$ cat src/rtl/can_rx_frame_fifo.sv
// Assembles byte-serial CAN receive beats into fixed-format frame records and
// queues them in a first-word-fall-through FIFO with overflow accounting.
module can_rx_frame_fifo #(
  parameter int ADDR_W = 2,
  parameter int OVF_W  = 8
) (
  input  logic              ap_clk,
  input  logic              ap_rst,
  input  logic              rx_valid,
  input  logic [7:0]        rx_data,
  input  logic              rx_last,
  input  logic [28:0]       rx_id,
  input  logic              rx_ide,
  input  logic              clr_ovf,
  output logic              frm_valid,
  input  logic              frm_ready,
  output logic [28:0]       frm_id,
  output logic              frm_ide,
  output logic [3:0]        frm_len,
  output logic [31:0]       frm_data_hi,
  output logic [31:0]       frm_data_lo,
  output logic              frm_trunc,
  output logic [ADDR_W:0]   fifo_count,
  output logic [OVF_W-1:0]  ovf_cnt,
  output logic              ovf_flag,
  output logic              int_wire
);

  localparam int DEPTH = 1 << ADDR_W;
  localparam logic [ADDR_W:0] FULL_CNT = {1'b1, {ADDR_W{1'b0}}};

  // Assembly state
  logic [3:0]  bcnt;
  logic [63:0] asm_data;
  logic [28:0] asm_id;
  logic        asm_ide;
  logic        trunc_pend;

  // Record as it would look with the current beat folded in
  logic [63:0] asm_next;
  logic [28:0] rec_id;
  logic        rec_ide;
  logic [3:0]  rec_len;
  logic        rec_trunc;

  // FIFO state
  logic [ADDR_W:0]   wr_cnt;
  logic [ADDR_W:0]   rd_cnt;
  logic [ADDR_W-1:0] wr_ptr;
  logic [ADDR_W-1:0] rd_ptr;
  logic [28:0]       mem_id    [DEPTH];
  logic              mem_ide   [DEPTH];
  logic [3:0]        mem_len   [DEPTH];
  logic [63:0]       mem_data  [DEPTH];
  logic              mem_trunc [DEPTH];

  logic frame_end;
  logic full;
  logic pop;
  logic push;
  logic drop;

  // Byte index i lands at bits [63-8i -: 8], so byte0 is the MSB of data_hi.
  always_comb begin
    asm_next = asm_data;
    for (int i = 0; i < 8; i++) begin
      if (rx_valid && bcnt == 4'(i)) asm_next[63-8*i -: 8] = rx_data;
    end
    rec_id    = (bcnt == 4'd0) ? rx_id  : asm_id;
    rec_ide   = (bcnt == 4'd0) ? rx_ide : asm_ide;
    rec_len   = (bcnt < 4'd8) ? bcnt + 4'd1 : 4'd8;
    rec_trunc = trunc_pend | (bcnt == 4'd8);
  end

  assign wr_ptr     = wr_cnt[ADDR_W-1:0];
  assign rd_ptr     = rd_cnt[ADDR_W-1:0];
  assign fifo_count = wr_cnt - rd_cnt;
  assign full       = (fifo_count == FULL_CNT);
  assign frm_valid  = (wr_cnt != rd_cnt);
  assign int_wire   = frm_valid;
  assign frame_end  = rx_valid & rx_last;
  assign pop        = frm_valid & frm_ready;
  assign push       = frame_end & (~full | pop);
  assign drop       = frame_end & full & ~pop;

  always_ff @(posedge ap_clk or posedge ap_rst) begin
    if (ap_rst) begin
      bcnt       <= 4'd0;
      asm_data   <= 64'd0;
      asm_id     <= 29'd0;
      asm_ide    <= 1'b0;
      trunc_pend <= 1'b0;
    end else if (frame_end) begin
      bcnt       <= 4'd0;
      asm_data   <= 64'd0;
      asm_id     <= 29'd0;
      asm_ide    <= 1'b0;
      trunc_pend <= 1'b0;
    end else if (rx_valid) begin
      asm_data   <= asm_next;
      asm_id     <= rec_id;
      asm_ide    <= rec_ide;
      trunc_pend <= rec_trunc;
      bcnt       <= rec_len;
    end
  end

  // Storage needs no reset: head fields are masked while the FIFO is empty.
  always_ff @(posedge ap_clk) begin
    if (push) begin
      mem_id[wr_ptr]    <= rec_id;
      mem_ide[wr_ptr]   <= rec_ide;
      mem_len[wr_ptr]   <= rec_len;
      mem_data[wr_ptr]  <= asm_next;
      mem_trunc[wr_ptr] <= rec_trunc;
    end
  end

  always_ff @(posedge ap_clk or posedge ap_rst) begin
    if (ap_rst) begin
      wr_cnt <= '0;
      rd_cnt <= '0;
    end else begin
      if (push) wr_cnt <= wr_cnt + 1'b1;
      if (pop)  rd_cnt <= rd_cnt + 1'b1;
    end
  end

  // A clear in the same cycle as a drop is applied first, leaving a count of one.
  always_ff @(posedge ap_clk or posedge ap_rst) begin
    if (ap_rst) begin
      ovf_cnt  <= '0;
      ovf_flag <= 1'b0;
    end else if (drop) begin
      ovf_flag <= 1'b1;
      if (clr_ovf)        ovf_cnt <= OVF_W'(1);
      else if (~&ovf_cnt) ovf_cnt <= ovf_cnt + 1'b1;
    end else if (clr_ovf) begin
      ovf_cnt  <= '0;
      ovf_flag <= 1'b0;
    end
  end

  assign frm_id      = frm_valid ? mem_id[rd_ptr]           : 29'd0;
  assign frm_ide     = frm_valid ? mem_ide[rd_ptr]          : 1'b0;
  assign frm_len     = frm_valid ? mem_len[rd_ptr]          : 4'd0;
  assign frm_data_hi = frm_valid ? mem_data[rd_ptr][63:32]  : 32'd0;
  assign frm_data_lo = frm_valid ? mem_data[rd_ptr][31:0]   : 32'd0;
  assign frm_trunc   = frm_valid ? mem_trunc[rd_ptr]        : 1'b0;

endmodule

$ cat config.mk
export PLATFORM = sky130hd
export DESIGN_NAME = can_rx_frame_fifo
export DESIGN_NICKNAME = d
export VERILOG_FILES = /design/src/rtl/can_rx_frame_fifo.sv
export SDC_FILE = /design/constraint.sdc
export NUM_CORES = 1
export LEC_CHECK = 0
export BUFFER_PORTS_ARGS = -buffer_cell sky130_fd_sc_hd__clkbuf_2
export CAP_MARGIN = 20
export CORE_ASPECT_RATIO = 0.9
export CORE_UTILIZATION = 30
export DETAILED_ROUTE_END_ITERATION = 10
export PLACE_DENSITY = 0.47
export SLEW_MARGIN = 0
export SYNTH_ARGS = -nofsm -noshare
export SYNTH_HDL_FRONTEND = slang
export SYNTH_SLANG_ARGS = --single-unit
$ cat constraint.sdc
create_clock -name ap_clk -period 7.42 [get_ports ap_clk]
set_input_delay 0.371 -clock ap_clk [delete_from_list [all_inputs] [get_ports ap_clk]]
set_output_delay 0.371 -clock ap_clk [all_outputs]
set_load 0.01 [all_outputs]
Yosys cells after proc, flatten, opt, wreduce, memory -nomap -nowiden. Memory sizes are Yosys's and may differ from the RTL's. Cells that the tools add are included.

Register bits after elaboration: 114. Bits in writable memories: 396. Input bits: 44. Output and inout port bits: 113. Logic and storage cells: 88. Memories: 5.

Add/sub/neg operators: 5. $lt $le $gt $ge: 1. Eq/ne operators: 11. Multiplexer cells: 35. Bitwise gates (word level): 9. Reduce and logical (&&, ||, !) cells: 13.

Memory list: mem_data (depth 4, bits a word 64, read ports 1, clocked after Yosys merged registers in 0, wr ports 1, line 54) `logic [63:0] mem_data [DEPTH];`; mem_id (depth 4, bits a word 29, read ports 1, clocked after Yosys merged registers in 0, wr ports 1, line 51) `logic [28:0] mem_id [DEPTH];`; mem_len (depth 4, bits a word 4, read ports 1, clocked after Yosys merged registers in 0, wr ports 1, line 53) `logic [3:0] mem_len [DEPTH];`; mem_ide (depth 4, bits a word 1, read ports 1, clocked after Yosys merged registers in 0, wr ports 1, line 52) `logic mem_ide [DEPTH];`; mem_trunc (depth 4, bits a word 1, read ports 1, clocked after Yosys merged registers in 0, wr ports 1, line 55) `logic mem_trunc [DEPTH];`.

Operators with widths (count): 64-bit two-way mux (2); 29-bit two-way mux (4); 8-bit two-way mux (12); 32-bit two-way mux (2); 4-bit by 3-bit == test with 1-bit output, second input constant (4); 4-bit two-way mux (4); 1-bit two-way mux (11); 8-bit by 1-bit adder with 8-bit output, second input constant (1); 4-bit by 2-bit == test with 1-bit output, second input constant (2); 1-bit logical AND (8); 8-bit AND reduction (1); 3-bit by 1-bit adder with 3-bit output, second input constant (2); 1-bit AND (5); 4-bit by 1-bit adder with 4-bit output, second input constant (1); 4-bit by 1-bit == test with 1-bit output, second input constant (1); 4-bit == test, second input constant (1); 4-bit logical NOT (1); 4-bit < comparator, second input constant (1); 2-bit nonzero test (2); 3-bit == test, second input constant (1); 3-bit != test (1); 3-bit subtractor (1); 2-bit != test, second input constant (1); 1-bit inverter (2); 2 further kinds (3).

Longest topological paths before layout.
Word-level depth: 7. Depth in mapped cells: 10.

Worst setup path after synthesis. Ideal clock, no wire load.

Path type: flip-flop to flip-flop. Start point: reg rd_cnt[1]. End point: mem mem_data[3][0], enable pin. Arrival time: 6.724 ns. Data required time: 6.801 ns. Setup slack: 0.077 ns. Cell stages (with the launch flop): 9. Cell sequence: dfrtp_1 -> clkbuf_1 -> clkbuf_1 -> inv_1 -> ha_1 -> nand2b_1 -> nand3_1 -> nand2_1 -> a31oi_1.

Longest elaborated chain between the ends: 7. Elaborated cells between the ends (all ways): 9. Those cells by class: add/sub (1); eq/ne (2); mux (2); bitwise (4).

Ends and longest elaborated chain: from (decl) (line 48) `logic [ADDR_W:0] rd_cnt;`; from (signal assigned) (line 125) `if (pop) rd_cnt <= rd_cnt + 1'b1;`; 3-bit subtractor (line 77) `assign fifo_count = wr_cnt - rd_cnt;`; 3-bit == test (line 78) `assign full = (fifo_count == FULL_CNT);`; 1-bit inverter (line 83) `assign push = frame_end & (~full | pop);`; 1-bit bitwise OR (*) (line 83); 1-bit AND (*) (line 83); 1-bit two-way mux (*) (line 110) `if (push) begin`; 1-bit two-way mux (not written as such) (*) (line 114) `mem_data[wr_ptr] <= asm_next;`; to (decl) (line 54).

Every way passes the cells marked *; elsewhere a longest branch is shown, timed or not.

Final worst setup path.
Start point: reg rd_cnt[1]. End point: mem mem_data[1][44], enable pin.

The elaborated chain is that of the path after synthesis.

==> results.toml <==
[clocking]
total_cts_buffers = 57
clock_edge_transition_at_the_registers_on_the_reported_setup_and_hold_paths_ns = 0.06
clock_sink_count = 510
tritoncts = "built"
cts.repair_timing.setup_buffer_count = 0
clkLatencyLatePin_ns = 0.63
cts-htree-levels = 2
clockRootBuffer = "sky130_fd_sc_hd__clkbuf_16"
cts_max_path_buffers = 3

[logic_synthesis]
edff_count_synth = 396
asyncSetResetFlopFracSynth_pct = 22.35
ys_dominant_reg_cell = "sky130_fd_sc_hd__edfxtp_1"
netlist_cell_types = 45
synth-simple-area-share_pct = 6.687
synthMuxAreaShare_pct = 13.83
synth_top_family_by_area = "multiplexers"
synthXorXnorAreaFrac_pct = 0.3349
synth_area_um2 = 20920
post_synth.cell_area_avg_um2 = 16.71
synth_compound_gate_area_share_pct = 5.126
post-synth-top-area-fraction_pct = 56.85
postSynthNetCount = 1309
post_synthesis_adder_cell_area_fraction_pct = 0.8134
largest_cells_by_area_after_synthesis = "sky130_fd_sc_hd__edfxtp_1 (57%), sky130_fd_sc_hd__dfrtp_1 (14%), sky130_fd_sc_hd__mux4_2 (11%)"
yosysWarnings = 0
synthCells = 1252
synth.largest_area_cell = "sky130_fd_sc_hd__edfxtp_1"
ys_ff_latch = 510
ys_seq_area_share_pct = 70.48

[power_and_ir_drop]
p_leak_nw = 8.994
power.share.sequential_pct = 38.8
power_switching_share_pct = 32.08
report.power.total_mw = 9.575
net-switching-power_mw = 3.072
p_clk_share_pct = 29.5
comb_power_share_pct = 31.6
irDropWorstVdd_uv = 181.5
power_report.internal_total_mw = 6.503
powerDensity_nw_per_um2 = 387.8

[setup_path]
worst_r2r_startpoint = "rd_cnt[1]"
arrival_ns = 4.14
slowest_stage = "sky130_fd_sc_hd__dfrtp_4"
worst-r2r-setup-slack_ns = 3.51
timing.rr.end = "mem_data[1][44]"
critical_path.top_delay_family = "simple AND/OR/NAND/NOR gates"
worstPathCellList = "inv_1 -> ha_1 -> nand2b_1 -> nand3_1 -> nand2_1 -> a31oi_1 -> and2_4 -> buf_4"
criticalPathCategory = "register to register"
crit_path_max_fanout = 39
r2r.worst_path.cells = 8
worst_setup_path_start_kind = "register"
cp_slowest_stage_delay_ns = 0.84
timing.critical_path.to_type = "register"
cp.buffers_inverters = 2
critPathRequiredTime_ns = 7.65

[die]
core_area_um2 = 68770
initial_core_util_pct = 30.42
pin_count = 157
core.rowCount = 91
fp.dieArea_um2 = 70790
die_h_um = 252.5
floorplan_die_width_um = 280.3

[hold_path]
hold_path.startpoint = "clr_ovf"
hold_path_end = "ovf_cnt[2]"
type_of_the_worst_min_delay_path = "input port to register"
number_of_stages_on_the_worst_hold_path = 2

[final_layout]
antenna_cells_inserted = 0
layout_commonest_cell = "sky130_fd_sc_hd__edfxtp_1"
layout-drive-gt1-share_pct = 29.29
layout.cell_area.non_filler_um2 = 24690
nets = 1467
synthToLayoutAreaGrowth_pct = 18.03
layout.cells.most_common_list = "sky130_fd_sc_hd__edfxtp_1 (396), sky130_fd_sc_hd__clkbuf_2 (156), sky130_fd_sc_hd__dfrtp_1 (112), sky130_fd_sc_hd__mux4_2 (99), sky130_fd_sc_hd__and2_1 (99)"

[timing]
finalWorstPathRequiredPeriod_ns = 3.906
report.final.slew_viol_count = 0
timing.max_slew.rel_slack_pct = 32.55
worst_clock_skew_ns = 0.03575
grt_setup_unrepaired = "no"
tns_ns = 0
timing.final.crit_share_pct = 52.64
clock.fmax_mhz = 256.0
hold_viol = 0
setup_violations = 0
timing_worst_slew_pin_value_ns = 1.010

[drt]
drt-vias-per-instance = 4.741
post-route-drc-count = 0
ant_nets = 0
finalWirelength_um = 52310
drt-pass1-iter-count = 5
detail_route.iter0.violations = 754
route.vias.total = 11320
detail_route.wl_per_cell_um = 21.90

[place]
placed_area_um2 = 22760
dp.final_hpwl_um = 30910
place.gp.congestion = 0.7229
numPortBuffers = 156

[global_routing]
first_global_vias = 11990
grt_util_all_layers_pct = 15.05
grt.overflow.total = 0
grt_pass1_wl_um = 79050
antenna_found_initial = 2
grt_start_max_net_pins = 101

[run_status]
run_status = "finished, final reports clean"

[flow_run]
drv.max_cap_violation_count = 0
Yosys cell counts (4+ instances only):
cell type / instances
sky130_fd_sc_hd__edfxtp_1: 396
sky130_fd_sc_hd__dfrtp_1: 114
sky130_fd_sc_hd__and2_1: 102
sky130_fd_sc_hd__mux4_2: 99
sky130_fd_sc_hd__o21ai_0: 93
sky130_fd_sc_hd__inv_1: 67
sky130_fd_sc_hd__mux2_2: 59
sky130_fd_sc_hd__clkbuf_1: 56
sky130_fd_sc_hd__nand2b_1: 52
sky130_fd_sc_hd__nand2_1: 48
sky130_fd_sc_hd__a22o_1: 34
sky130_fd_sc_hd__buf_2: 17
sky130_fd_sc_hd__ha_1: 12
sky130_fd_sc_hd__nand3_1: 11
sky130_fd_sc_hd__nor2_1: 10
sky130_fd_sc_hd__a21oi_1: 7
sky130_fd_sc_hd__a22oi_1: 7
sky130_fd_sc_hd__and3_1: 7
sky130_fd_sc_hd__o22ai_1: 7
sky130_fd_sc_hd__xnor2_1: 7
sky130_fd_sc_hd__o21ai_1: 5
sky130_fd_sc_hd__buf_1: 4
sky130_fd_sc_hd__nor2b_1: 4
sky130_fd_sc_hd__o31ai_1: 4
sky130_fd_sc_hd__or4_1: 4
final cells by class:
class                           count  area (µm²)
Inverter                           67       254.0
Sequential cell                   510       14750
Timing Repair Buffer              177       989.7
Tap cell                          930        1164
Clock buffer                       71        1489
Clock inverter                     36       392.9
Multi-Input combinational cell    597        5649
Fill cell                        6583       44080
power by group through the flow:
stage / Sequential, mW / Combinational (mW) / Clock, mW
after CTS: 3.73 / 3.14 / 2.90
after global routing: 3.76 / 3.34 / 3.00
after floorplan: 3.69 / 1.95 / 0
after global placement: 3.78 / 3.12 / 0
after detailed placement: 3.78 / 3.12 / 0
final: 3.72 / 3.03 / 2.83
timing repair:
action / 4_1_cts / 5_1_grt
resized for setup: 0 / 0
hold buffers: 1 / 0
endpoints found under the hold margin: 49 / 0
sequential cells by signal (all words and copies together), names as in the netlist:
signal and flops:
mem_trunc 4, mem_data 256, rd_cnt 3, asm_data 64
mem_ide 4, ovf_cnt 8, bcnt 4, ovf_flag 1
asm_ide 1, trunc_pend 1, wr_cnt 3, mem_id 116
mem_len 16, asm_id 29
stage by stage:
stage / std cells / setup WS [ns] / utilization [%] / hold slack, ns
after floorplan: 1252 / 0.07688 / - / 0.4460
final: 2388 / 3.514 / 35.90 / 0.06854
after global placement: 2277 / 3.445 / 33.07 / 0.4645
after CTS: 2386 / 2.758 / 35.85 / 0.02767
after detailed placement: 2278 / 3.428 / 33.09 / 0.4724
after global routing: 2388 / 3.218 / 35.90 / 0.05092
worst register-to-register path, delay by kind of cell, from the launching register on:
family,cells,cell delay (ns)
adder cells (fa/ha/maj),1,0.34
buffers and inverters,2,0.75
AND/OR/NAND/NOR,4,1.10
flip-flops,1,0.84
AO/OA/AOI/OAI,1,0.48
worst max path at each step:
stage	startpoint	end	slack [ns]	cells past startpoint
2_1_floorplan	rd_cnt[1]	mem_data[3][0]	0.08	8
4_1_cts	rd_cnt[0]	frm_data_hi[7]	2.76	5
5_1_grt	rd_cnt[0]	frm_data_hi[7]	3.22	5
6_report	rd_cnt[1]	mem_data[1][44]	3.51	8
3_5_place_dp	rd_cnt[0]	frm_data_hi[7]	3.43	5
3_3_place_gp	rd_cnt[0]	frm_data_hi[7]	3.44	5
metal layers:
| metal | up-vias | routed length, µm | track usage [%] |
|---|---|---|---|
| met5 | - | 0 | 0 |
| met4 | 0 | 842 | 3.404 |
| met3 | 65 | 2313 | 2.598 |
| met2 | 263 | 24790 | 24.31 |
| met1 | 5937 | 24360 | 21.13 |
| li1 | 5056 | - | - |
cell families after synthesis:
logic type / after synthesis
DFF: 510
buffers and inverters: 145
muxes: 158
adders and majority gates: 13
xor gates and xnor gates: 8
AOI/OAI and AO/OA: 172
and+or+nand+nor: 246
No activity file was read; power rests on OpenSTA's default activity.
